File: config.mk
export PLATFORM = sky130hd
export DESIGN_NAME = u2_to_zm_seq
export DESIGN_NICKNAME = d
export VERILOG_FILES = /design/src/rtl/u2_to_zm_seq.sv
export SDC_FILE = /design/constraint.sdc
export NUM_CORES = 1
export LEC_CHECK = 0
export CAP_MARGIN = 10
export CORE_MARGIN = 5
export CORE_UTILIZATION = 57
export CTS_BUF_LIST = sky130_fd_sc_hd__clkbuf_2 sky130_fd_sc_hd__clkbuf_4 sky130_fd_sc_hd__clkbuf_8
export DETAILED_ROUTE_END_ITERATION = 10
export PLACE_DENSITY = 0.85
export SETUP_SLACK_MARGIN = 0.5
export SYNTH_ARGS = -nofsm -noshare
export SYNTH_HDL_FRONTEND = slang
export SYNTH_SLANG_ARGS = --single-unit
File: constraint.sdc
create_clock -name i_clk -period 2.42 [get_ports i_clk]
set_clock_uncertainty 0.2 [all_clocks]
set_input_delay 0.242 -clock i_clk [delete_from_list [all_inputs] [get_ports i_clk]]
set_output_delay 0.242 -clock i_clk [all_outputs]
set_load 0.1 [all_outputs]
File: src/rtl/u2_to_zm_seq.sv
// Bit-serial two's-complement to sign-magnitude converter with a start/done handshake.
// Magnitude bits are produced LSB first, one per clock; the U2 minimum is flagged as overflow.
module u2_to_zm_seq #(
  parameter int m = 4,
  parameter int n = 2
) (
  input  logic         i_clk,
  input  logic         i_rst_n,
  input  logic         i_start,
  input  logic [m-1:0] i_argA,
  output logic         o_busy,
  output logic         o_done,
  output logic [m-1:0] o_result,
  output logic [3:0]   o_status
);

  localparam int unsigned IW = $clog2(m);
  localparam logic [IW-1:0] LAST = IW'(m - 2);

  if (m < 2 || n < 0) begin : g_param_check
    $error("u2_to_zm_seq: m must be >= 2 and n non-negative");
  end

  typedef enum logic [1:0] {IDLE, CONV, DONE} state_t;

  state_t          state, state_nxt;
  logic [m-1:0]    op;
  logic            sign;
  logic            seen_one;
  logic [IW-1:0]   idx;
  logic [m-2:0]    mag, mag_nxt;
  logic            bit_out;
  logic            ovf;
  logic [m-1:0]    res_nxt;
  logic [3:0]      st_nxt;

  // op shifts right each CONV cycle, so op[0] is always the bit being processed
  always_comb begin
    bit_out        = op[0] ^ (sign & seen_one);
    mag_nxt        = mag >> 1;
    mag_nxt[m-2]   = bit_out;
    // A negative operand that never shows a 1 below the sign bit is the U2 minimum
    ovf            = sign & ~(seen_one | op[0]);
    res_nxt        = '0;
    st_nxt         = 4'b1000;
    if (!ovf) begin
      res_nxt      = {sign, mag_nxt};
      st_nxt       = {1'b0, ~^res_nxt, res_nxt[m-1], (res_nxt == '0)};
    end
  end

  always_comb begin
    state_nxt = state;
    case (state)
      IDLE:    if (i_start) state_nxt = CONV;
      CONV:    if (idx == LAST) state_nxt = DONE;
      DONE:    state_nxt = IDLE;
      default: state_nxt = IDLE;
    endcase
  end

  always_ff @(posedge i_clk or negedge i_rst_n) begin
    if (!i_rst_n) begin
      state    <= IDLE;
      op       <= '0;
      sign     <= 1'b0;
      seen_one <= 1'b0;
      idx      <= '0;
      mag      <= '0;
      o_result <= '0;
      o_status <= '0;
    end else begin
      state <= state_nxt;
      case (state)
        IDLE: begin
          if (i_start) begin
            op       <= i_argA;
            sign     <= i_argA[m-1];
            seen_one <= 1'b0;
            idx      <= '0;
            mag      <= '0;
          end
        end
        CONV: begin
          op       <= op >> 1;
          mag      <= mag_nxt;
          seen_one <= seen_one | op[0];
          idx      <= idx + 1'b1;
          if (idx == LAST) begin
            o_result <= res_nxt;
            o_status <= st_nxt;
          end
        end
        default: ;
      endcase
    end
  end

  always_comb begin
    o_busy = 1'b0;
    o_done = 1'b0;
    case (state)
      CONV: o_busy = 1'b1;
      DONE: begin
        o_busy = 1'b1;
        o_done = 1'b1;
      end
      default: ;
    endcase
  end

endmodule

==> flow_summary_export.csv <==
group,metric,value,unit
sta,fmax,547.3,MHz
floorplanning,die_height,51.01,µm
setup_path,crit_path_start_kind,"flop",
floorplanning,dieArea,2602,µm²
finish,n_antenna_cell,0,
sta,tns,0,ns
sta,rsz0062_at_grt,"no",
place,io_buffers,16,
setup_path,crit_buf_inv,1,
yosys,synth_top_family_by_area,"simple AND/OR/NAND/NOR gates",
route,drt_first_pass_iters,4,
route,via_count,704,
setup_path,crit_chain,"inv_1 -> ha_1 -> nand2b_4 -> and2_4 -> a221o_1",
grt,grt_max_degree,20,
status,status,"completed",
yosys,synthSimpleGateAreaFrac,16.84,%
setup_path,cp_slowest_stage_delay,0.41,ns
floorplanning,fp-row-count,14,
setup_path,cp.depth,5,
grt,grt_pass1_wl,2967,µm
clock_tree,cts_root_buf,"clkbuf_4",
finish,drive_gt1_share,20.72,%
yosys,synth-seq-cells,19,
sta,report.final.slew_viol_count,0,
finish,fillers,124,
setup_path,path_max_fanout,9,
setup_path,end_kind,"flop",
setup_path,crit_type,"flop to flop",
clock_tree,tritoncts,"yes",
yosys,synthCells,95,
sta,worstMarginPinSlew,0.4228,ns
setup_path,cp.arrival,1.81,ns
yosys,syn-cell-area,958.4,µm²
floorplanning,io_pins,17,
job,cap_violations,0,
clock_tree,clk_pin_slew,0.10,ns
yosys,avgSynthCellArea,10.09,µm²
grt,antenna_found_initial,0,
sta,timing.final.crit_share,75.51,%
sta,slew_headroom,71.81,%
clock_tree,cts_sinks,19,
sta,hold_violations,0,
route,drc,0,
route,dr.first_iter.drc_count,13,
clock_tree,cts_buffers,3,
route,ant_nets,0,
route,viasPerCell,5.543,
finish,finalNetCount,124,
grt,grtUsageTotal,15.53,%
place,hpwlAfterDp,1329,µm
worst_hold_path,hold_path.class,"input pin to asynchronous set/reset pin",
floorplanning,initial_core_util,61.48,%
place,gp_congestion,0.8414,
route,wl_per_cell,14.01,µm
finish,layout_common_cells,"dfrtp_1, nand2_1, buf_4, o21ai_0, a21oi_1",
floorplanning,core-area,1559,µm²
sta,finalSetupViolations,0,
yosys,synth_adder_area_share,6.527,%
yosys,yosysSeqAreaShare,49.61,%
yosys,synthMuxAreaShare,3.394,%
setup_path,r2r_cells,5,
finish,area_growth,16.06,%
setup_path,cp.required,2.40,ns
sta,min_period,1.827,ns
floorplanning,die_w,51.01,µm
setup_path,crit_path_top_delay_cell,"dfrtp_1",
grt,gr-total-overflow,0,
clock_tree,ctsLongestPathBuffers,2,
yosys,syn-num-nets,107,
grt,grt_pass1_vias,643,
yosys,synth_compound_area_share,15.01,%
finish,final_common_cell,"dfrtp_1",
clock_tree,clock_latency,0.30,ns
clock_tree,cts_max_level,1,
yosys,synth_warnings,0,
yosys,synth.distinct_cells,26,
setup_path,cpLargestDelayFamily,"flip-flops",
yosys,synth-xor-area-share,1.828,%
route,routed_wl,1779,µm
## final timing paths
| path | start | end | slack, ns |
|---|---|---|---|
| setup / recovery | state[0]$_DFFE_PN0P_ | op[0]$_DFFE_PN0P_ | 0.59 |
| min in group i_clk | o_result[1]$_DFFE_PN0P_ | o_result[1]$_DFFE_PN0P_ | 0.29 |
| max in group asynchronous | i_rst_n | state[1]$_DFFE_PN0P_ | 1.75 |
| setup reg to reg | state[0]$_DFFE_PN0P_ | op[0]$_DFFE_PN0P_ | 0.59 |
| hold reg to reg | o_result[1]$_DFFE_PN0P_ | o_result[1]$_DFFE_PN0P_ | 0.29 |
| hold / removal | i_rst_n | op[3]$_DFFE_PN0P_ | 0.07 |
## cells by family after synthesis
group | count (synthesis)
muxes | 3
buffers and inverters | 11
DFF | 19
adders and majority gates | 5
xor gates and xnor gates | 2
AOI/OAI and AO/OA | 23
and+or+nand+nor | 32
## layer usage
layer | GRT usage [%] | wire length [µm] | up-vias
met4 | 8.072 | 35 | 0
met3 | 2.907 | 88 | 4
met5 | 0 | 0 | -
li1 | - | - | 355
met1 | 21.59 | 874 | 323
met2 | 22.96 | 781 | 22
## state kept, by name (all words and copies together) (netlist names)
register and cells:
mag 2, o_result 3, sign 1, op 4, state 2, idx 2
seen_one 1, o_status 4
## cell usage after synthesis
cell	number	area (µm²)
a21oi_1	7	35.03
a221o_1	1	10.01
a221o_2	2	22.52
a32oi_1	1	8.760
and2_4	1	8.760
and3_1	1	6.260
buf_2	1	5.000
buf_4	2	15.01
buf_6	2	22.52
dfrtp_1	19	475.5
ha_1	5	62.56
inv_1	6	22.52
mux2_2	2	22.52
mux2i_1	1	10.01
nand2_1	14	52.55
nand2_2	1	6.260
nand2b_1	5	31.28
nand2b_4	1	13.76
nand3_1	2	10.01
nor2_1	5	18.77
nor2b_1	1	6.260
nor3b_1	1	7.510
o21ai_0	9	45.04
o31ai_1	3	22.52
xnor2_1	1	8.760
xor2_1	1	8.760
## worst reg2reg max path, delay by kind of cell (launching register included)
kind / cells / cell delay (ns)
flops: 1 / 0.41
fa+ha+maj: 1 / 0.39
compound gates: 1 / 0.35
simple gates: 2 / 0.28
buf+inv: 1 / 0.09
## repair_timing
| action | CTS | global route |
|---|---|---|
| buffers inserted | 0 | 0 |
| hold buffers | 0 | 0 |
| setup endpoints to repair | 0 | 5 |
| resized for setup | 0 | 1 |
## cell type report
type	instances	area (µm²)	share of cell area, %
Clock buffer	4	30.03	2.700
Inverter	6	22.52	2.025
Multi-Input combinational cell	65	421.7	37.91
Sequential cell	19	475.5	42.74
Tap cell	16	20.02	1.800
Timing Repair Buffer	17	142.6	12.82
## through the flow
| stage | hold slack [ns] | cells | util (%) | area, µm² | worst slack [ns] |
|---|---|---|---|---|---|
| floorplan | -0.2536 | 95 | - | 958.4 | 0.6384 |
| global route | 0.09293 | 127 | 71.35 | 1112 | 0.5190 |
| finish | 0.06869 | 127 | 71.35 | 1112 | 0.5927 |
| global placement | 0.2662 | 123 | 69.18 | 1079 | 0.6340 |
| CTS | 0.07827 | 127 | 71.11 | 1109 | 0.5639 |
| detailed placement | 0.2708 | 123 | 69.18 | 1079 | 0.5882 |
Power is left out: the tool's default activity adds up to more than one toggle a clock period on the data nets, which glitch-free logic cannot reach.
